===== config.mk =====
export PLATFORM = sky130hd
export DESIGN_NAME = seg7_scan_driver
export DESIGN_NICKNAME = d
export VERILOG_FILES = /design/src/rtl/seg7_pkg.sv /design/src/rtl/seg7_hex_decode.sv /design/src/rtl/seg7_scan_driver.sv
export SDC_FILE = /design/constraint.sdc
export NUM_CORES = 1
export LEC_CHECK = 0
export CAP_MARGIN = 10
export CORE_MARGIN = 3
export CORE_UTILIZATION = 50
export DETAILED_ROUTE_END_ITERATION = 10
export PLACE_DENSITY = 0.74
export SETUP_SLACK_MARGIN = 0.1
export SYNTH_ARGS = -nofsm -noshare
export SYNTH_HDL_FRONTEND = slang
export SYNTH_SLANG_ARGS = --single-unit

===== constraint.sdc =====
create_clock -name clk -period 3.49 [get_ports clk]
set_clock_uncertainty 0.05 [all_clocks]
set_input_delay 0.349 -clock clk [delete_from_list [all_inputs] [get_ports clk]]
set_output_delay 0.349 -clock clk [all_outputs]
set_load 0.02 [all_outputs]

===== src/rtl/seg7_pkg.sv =====
// Shared constants for the seven-segment scan driver: segment bit positions,
// the hex glyph table and the scan FSM state type.
package seg7_pkg;

  localparam int unsigned SEG_W = 7;

  localparam int unsigned SEG_A = 0;
  localparam int unsigned SEG_B = 1;
  localparam int unsigned SEG_C = 2;
  localparam int unsigned SEG_D = 3;
  localparam int unsigned SEG_E = 4;
  localparam int unsigned SEG_F = 5;
  localparam int unsigned SEG_G = 6;

  localparam logic [SEG_W-1:0] M_A = SEG_W'(1 << SEG_A);
  localparam logic [SEG_W-1:0] M_B = SEG_W'(1 << SEG_B);
  localparam logic [SEG_W-1:0] M_C = SEG_W'(1 << SEG_C);
  localparam logic [SEG_W-1:0] M_D = SEG_W'(1 << SEG_D);
  localparam logic [SEG_W-1:0] M_E = SEG_W'(1 << SEG_E);
  localparam logic [SEG_W-1:0] M_F = SEG_W'(1 << SEG_F);
  localparam logic [SEG_W-1:0] M_G = SEG_W'(1 << SEG_G);

  // Active-high glyphs, entry 15 first so that index n selects glyph n.
  localparam logic [15:0][SEG_W-1:0] HEX_SEG_TABLE = {
    M_A | M_E | M_F | M_G,                     // F
    M_A | M_D | M_E | M_F | M_G,               // E
    M_B | M_C | M_D | M_E | M_G,               // d
    M_A | M_D | M_E | M_F,                     // C
    M_C | M_D | M_E | M_F | M_G,               // b
    M_A | M_B | M_C | M_E | M_F | M_G,         // A
    M_A | M_B | M_C | M_D | M_F | M_G,         // 9
    M_A | M_B | M_C | M_D | M_E | M_F | M_G,   // 8
    M_A | M_B | M_C,                           // 7
    M_A | M_C | M_D | M_E | M_F | M_G,         // 6
    M_A | M_C | M_D | M_F | M_G,               // 5
    M_B | M_C | M_F | M_G,                     // 4
    M_A | M_B | M_C | M_D | M_G,               // 3
    M_A | M_B | M_D | M_E | M_G,               // 2
    M_B | M_C,                                 // 1
    M_A | M_B | M_C | M_D | M_E | M_F          // 0
  };

  typedef enum logic [0:0] {
    ST_SHOW = 1'b0,
    ST_GAP  = 1'b1
  } state_e;

endpackage


===== src/rtl/seg7_hex_decode.sv =====
// Combinational hex-nibble to active-high seven-segment glyph lookup.
module seg7_hex_decode
  import seg7_pkg::*;
(
  input  logic [3:0]       hex_i,
  output logic [SEG_W-1:0] seg_c_o
);

  assign seg_c_o = HEX_SEG_TABLE[hex_i];

endmodule


===== src/rtl/seg7_scan_driver.sv =====
// Multiplexed seven-segment scan driver with double-buffered display data,
// leading-zero suppression and inter-digit blanking.
module seg7_scan_driver
  import seg7_pkg::*;
#(
  parameter int unsigned NUM_DIGITS     = 4,
  parameter int unsigned CLK_DIV        = 50000,
  parameter int unsigned BLANK_CYC      = 0,
  parameter bit          SEG_ACTIVE_LOW = 1'b0,
  parameter bit          AN_ACTIVE_LOW  = 1'b0
) (
  input  logic                    clk,
  input  logic                    rst_n,
  input  logic                    upd_valid,
  output logic                    upd_ready,
  input  logic [4*NUM_DIGITS-1:0] upd_hex,
  input  logic [NUM_DIGITS-1:0]   upd_dp,
  input  logic [NUM_DIGITS-1:0]   upd_blank,
  input  logic                    lz_en,
  output logic [SEG_W-1:0]        seg,
  output logic                    dp,
  output logic [NUM_DIGITS-1:0]   an,
  output logic                    frame_done
);

  localparam int unsigned HEX_W   = 4 * NUM_DIGITS;
  localparam int unsigned IDX_W   = (NUM_DIGITS > 1) ? $clog2(NUM_DIGITS) : 1;
  localparam int unsigned DIV_MAX = (CLK_DIV > BLANK_CYC) ? CLK_DIV : BLANK_CYC;
  localparam int unsigned DIV_W   = $clog2(DIV_MAX);
  localparam logic [SEG_W-1:0]      SEG_INV = SEG_ACTIVE_LOW ? '1 : '0;
  localparam logic [NUM_DIGITS-1:0] AN_INV  = AN_ACTIVE_LOW  ? '1 : '0;

  state_e                  state_q, state_d;
  logic [IDX_W-1:0]        idx_q, idx_d;
  logic [DIV_W-1:0]        div_q, div_d;
  logic                    advance, wrap, accept, commit;

  logic [HEX_W-1:0]        pend_hex_q, act_hex_q;
  logic [NUM_DIGITS-1:0]   pend_dp_q, pend_blank_q, act_dp_q, act_blank_q;
  logic                    pend_full_q, pend_full_d;
  logic                    ready_q, ready_d;
  logic                    frame_done_q;

  logic [3:0]              cur_hex;
  logic                    cur_dp, cur_blank, lz_zero, dark;
  logic [SEG_W-1:0]        dec_seg;
  logic [SEG_W-1:0]        seg_c, seg_q;
  logic                    dp_c, dp_q;
  logic [NUM_DIGITS-1:0]   an_c, an_q;

  // Slot sequencer: SHOW for CLK_DIV clocks, optional GAP, then next digit.
  always_comb begin
    state_d = state_q;
    idx_d   = idx_q;
    div_d   = div_q + DIV_W'(1);
    advance = 1'b0;
    unique case (state_q)
      ST_SHOW: begin
        if (div_q == DIV_W'(CLK_DIV - 1)) begin
          div_d = '0;
          if (BLANK_CYC == 0) advance = 1'b1;
          else                state_d = ST_GAP;
        end
      end
      ST_GAP: begin
        if (div_q == DIV_W'(BLANK_CYC - 1)) begin
          div_d   = '0;
          state_d = ST_SHOW;
          advance = 1'b1;
        end
      end
      default: state_d = ST_SHOW;
    endcase
    wrap = advance && (idx_q == IDX_W'(NUM_DIGITS - 1));
    if (advance) idx_d = wrap ? '0 : idx_q + IDX_W'(1);
  end

  // Ready stays low through the commit clock so it reopens one clock after frame_done.
  always_comb begin
    accept      = upd_valid && ready_q;
    commit      = wrap && pend_full_q;
    pend_full_d = pend_full_q;
    if (commit) pend_full_d = 1'b0;
    if (accept) pend_full_d = 1'b1;
    ready_d = !pend_full_d && !commit;
  end

  always_ff @(posedge clk or negedge rst_n) begin
    if (!rst_n) begin
      state_q      <= ST_SHOW;
      idx_q        <= '0;
      div_q        <= '0;
      pend_full_q  <= 1'b0;
      ready_q      <= 1'b1;
      frame_done_q <= 1'b0;
      pend_hex_q   <= '0;
      pend_dp_q    <= '0;
      pend_blank_q <= '1;
      act_hex_q    <= '0;
      act_dp_q     <= '0;
      act_blank_q  <= '1;
    end else begin
      state_q      <= state_d;
      idx_q        <= idx_d;
      div_q        <= div_d;
      pend_full_q  <= pend_full_d;
      ready_q      <= ready_d;
      frame_done_q <= wrap;
      if (accept) begin
        pend_hex_q   <= upd_hex;
        pend_dp_q    <= upd_dp;
        pend_blank_q <= upd_blank;
      end
      if (commit) begin
        act_hex_q   <= pend_hex_q;
        act_dp_q    <= pend_dp_q;
        act_blank_q <= pend_blank_q;
      end
    end
  end

  // Current digit selection; lz_zero means this digit and all above it are zero.
  always_comb begin
    cur_hex   = '0;
    cur_dp    = 1'b0;
    cur_blank = 1'b1;
    lz_zero   = 1'b1;
    an_c      = '0;
    for (int unsigned i = 0; i < NUM_DIGITS; i++) begin
      if (idx_q == IDX_W'(i)) begin
        cur_hex   = act_hex_q[4*i +: 4];
        cur_dp    = act_dp_q[i];
        cur_blank = act_blank_q[i];
        an_c[i]   = (state_q == ST_SHOW);
      end
      if ((IDX_W'(i) >= idx_q) && (act_hex_q[4*i +: 4] != 4'h0)) lz_zero = 1'b0;
    end
    dark  = cur_blank || (lz_en && (idx_q != '0) && lz_zero);
    seg_c = ((state_q == ST_SHOW) && !dark) ? dec_seg : '0;
    dp_c  = (state_q == ST_SHOW) && !dark && cur_dp;
  end

  seg7_hex_decode u_dec (
    .hex_i   (cur_hex),
    .seg_c_o (dec_seg)
  );

  // Pin registers; polarity applied here only.
  always_ff @(posedge clk or negedge rst_n) begin
    if (!rst_n) begin
      seg_q <= SEG_INV;
      dp_q  <= SEG_ACTIVE_LOW;
      an_q  <= AN_INV;
    end else begin
      seg_q <= seg_c ^ SEG_INV;
      dp_q  <= dp_c ^ SEG_ACTIVE_LOW;
      an_q  <= an_c ^ AN_INV;
    end
  end

  assign seg        = seg_q;
  assign dp         = dp_q;
  assign an         = an_q;
  assign upd_ready  = ready_q;
  assign frame_done = frame_done_q;

endmodule


==> results by group <==
Outcome
  • Status: complete, no violations

Synthesis
  • EDFF count, synth: 0
  • Seq cells post-synth: approximately 80
  • Post-synthesis adder-cell area fraction: 4.248%
  • Synthesized netlist cell count: slightly above 300
  • Mapped Nets: ~340
  • Xor/xnor share of the synthesized area: 3.431%
  • Ys flop type: dfrtp_1
  • Largest family of logic cells by synthesized area: multiplexers
  • Synth top area share: roughly 48%
  • Post-synthesis cell type count: between 40 and 50
  • Post-synth top area cell: dfrtp_1
  • Synth warn: 0
  • Fraction of registers with async set or reset after synthesis: 100.0%
  • Post-synthesis mux area share: between 10% and 20%
  • Mapped Area: 0.003829 mm^2
  • Simple-gate share of the synthesized area: around 12%
  • Post-synthesis sequential area ratio: 53.89%
  • Largest cells by area after synthesis: dfrtp_1, mux2_2, mux2_4
  • Synth Area in Compound Gates: 5.980%
  • Syn Area/Cell: about 13 um^2

Die
  • Die area: ~0.0087 mm^2
  • Chip Width: approximately 94 um
  • Cell Rows: 31
  • Core ar.: about 0.0073 mm^2
  • Die Y: 93.51 um
  • I/O pin count: 42
  • Initial core utilization: between 50 and 60%

Clock network
  • CTS Buf Count: 9
  • Clk pin slew, worst setup/hold paths: about 80 ps
  • CTS tree: done
  • Post-CTS Setup Bufs: 0
  • Max clock buf depth: 2
  • Worst skew pair latency: roughly 350 ps
  • CTS Hold Bufs: 0
  • # clock sinks: 82
  • CTS Root Cell: clkbuf_8
  • Post-cts sizing count: 0
  • H-tree lvl count: 3

STA
  • Maximum clock rate: between 0.3 and 0.4 GHz
  • Max Slew Vio Count: 0
  • Fin Setup TNS: 0 ps
  • Final-report hold violation count: 0
  • Tcrit/Tclk final: between 80% and 90%
  • Minimum clock period: around 3000 ps
  • Setup violations, final: 0
  • RSZ-0062 raised after global routing: false
  • Worst Max-Slew Pin Slew: 1053 ps
  • Worst slew margin: a little under 30%

Routing
  • Vias: ~2400
  • Antenna Nets Post-Route: 0
  • Drt initial violations: between 100 and 150
  • First drt pass iteration count: 5
  • WL/cell: between 15 and 20 um
  • Vias/cell: ~5.4
  • DRC: 0
  • Total wire length: 6.728 mm

Job
  • Max-Cap Viols: 0

Power
  • Pwr/cell area: 394.1 mW/mm^2
  • VDD IR max: between 200 and 300 uV
  • Final Power: ~1.8 mW
  • P_leak: 2.070 nW

Finish
  • Commonest non-fill, non-tap cell in the layout: dfrtp_1
  • Ant. Diodes: 0
  • Area delta synth->final: 17.75%
  • Layout Utilization: 61.50%
  • Final Non-Filler Cells: approximately 450
  • Most frequent cells in the layout: dfrtp_1, clkdlybuf4s50_1, mux2_2
  • Multi-input logic area: 0.001650 mm^2
  • Final Cell Area: ~0.0045 mm^2
  • Storage element area: roughly 0.0021 mm^2
  • Nets: around 380
  • Share of layout cells above drive strength 1: around a quarter
  • FILL cells: 577

Worst setup path
  • Critical Path Source: idx_q[0]
  • R2R Path End: seg[1]
  • Crit path to: seg[1]
  • CP Max Fanout: 19
  • R2r worst-path depth: 7
  • R2R Path Start: idx_q[0]
  • Worst Setup Start Kind: flop
  • Crit path arrival time: about 3200 ps
  • Endpoint type of the worst setup path: flop
  • WS Path Type: reg2reg
  • Worst Path Required: 3670 ps
  • Flop2flop setup slack: between 500 and 600 ps

Global route
  • GRT Util Overall: around 17%
  • Vias in the first global route: between 2000 and 2500
  • First-pass GRT wire length: about 12 mm
  • Largest net degree at the start of global routing: 83
  • Initial antenna violation count: 0
  • GR Overflow Total: 0

Placed design
  • Cells after DPL: 431
  • Port buffer count: around 40
  • Post-DP HPWL: ~4.7 mm
  • GP Congestion: roughly 0.9
  • Placement-stage cell area: around 0.0043 mm^2

Min path
  • Worst Hold Class: in2async
power by group:
| group | internal (mW) | leakage, nW | switching (mW) | total (mW) |
|---|---|---|---|---|
| Sequential | 0.966 | 1.04 | 0.00689 | 0.973 |
| Combinational | 0.0364 | 0.929 | 0.0239 | 0.0603 |
| Clock | 0.420 | 0.106 | 0.324 | 0.744 |
cell families (layout without fill, tap and decap cells):
family                   Yosys count  in the layout
AND/OR/NAND/NOR                   89             89
flip-flops                        82             82
multiplexers                      52             52
AO/OA/AOI/OAI                     28             28
buffers and inverters             23             68
XOR/XNOR                          15             15
adder cells (fa/ha/maj)           13             13
state kept, by name, indices dropped and copies added, names as in the netlist, 7 cells and up:
| register | count |
|---|---|
| seg | 7 |
| act_hex_q | 16 |
| div_q | 16 |
| pend_hex_q | 16 |
critical path, cell delays in order, from the launching register on:
cell	delay [ps]
dfrtp_1	440
ha_1	650
a211oi_1	90
a221oi_1	610
inv_1	240
ha_1	370
mux2i_1	90
a221oi_1	320
cell usage after synthesis (4+ instances only):
library cell and count:
mux2_4 20, and3_1 4, nor3_1 4, xnor2_1 8
mux2_2 30, a221oi_1 8, buf_2 5, dfrtp_1 73
nor2b_1 9, nand4_1 4, ha_1 13, nor3b_1 4
inv_1 12, xor2_1 7, nand3_1 11, nor2_1 29
nand2_1 10, dfstp_2 9
cell type report:
cell class              count  area share, %
clock buffers              11          3.136
clock inverters             4          1.693
inverters                  12         0.9992
multi-input cells         197          36.61
flip-flops and latches     82          45.77
well taps                  99          2.748
repair buffers             41          9.048
through the flow:
stage | hold WS (ps) | setup slack [ps]
floorplan | 3.409 | 1068
global placement | 430.1 | 784.6
detailed placement | 436.1 | 537.4
CTS | 136.2 | 509.6
global route | 172.9 | 218.3
finish | 98.30 | 518.4
how the worst min path moves through the flow:
stage,from,to,slack [ps]
after CTS,rst_n,div_q[8],140
after detailed placement,pend_full_q,upd_ready,440
after floorplan,rst_n,act_dp_q[0],3
after global routing,rst_n,div_q[9],170
after global placement,div_q[12],div_q[12],430
final,rst_n,div_q[7],100
per-layer routing:
layer	vias to the layer above	track usage (%)	wire length, um
li1	1145	-	-
met1	1163	23.22	3091
met2	73	27.16	3190
met3	10	4.344	349
met4	0	6.349	97
met5	-	0	0
No activity file was read; power rests on OpenSTA's default activity.
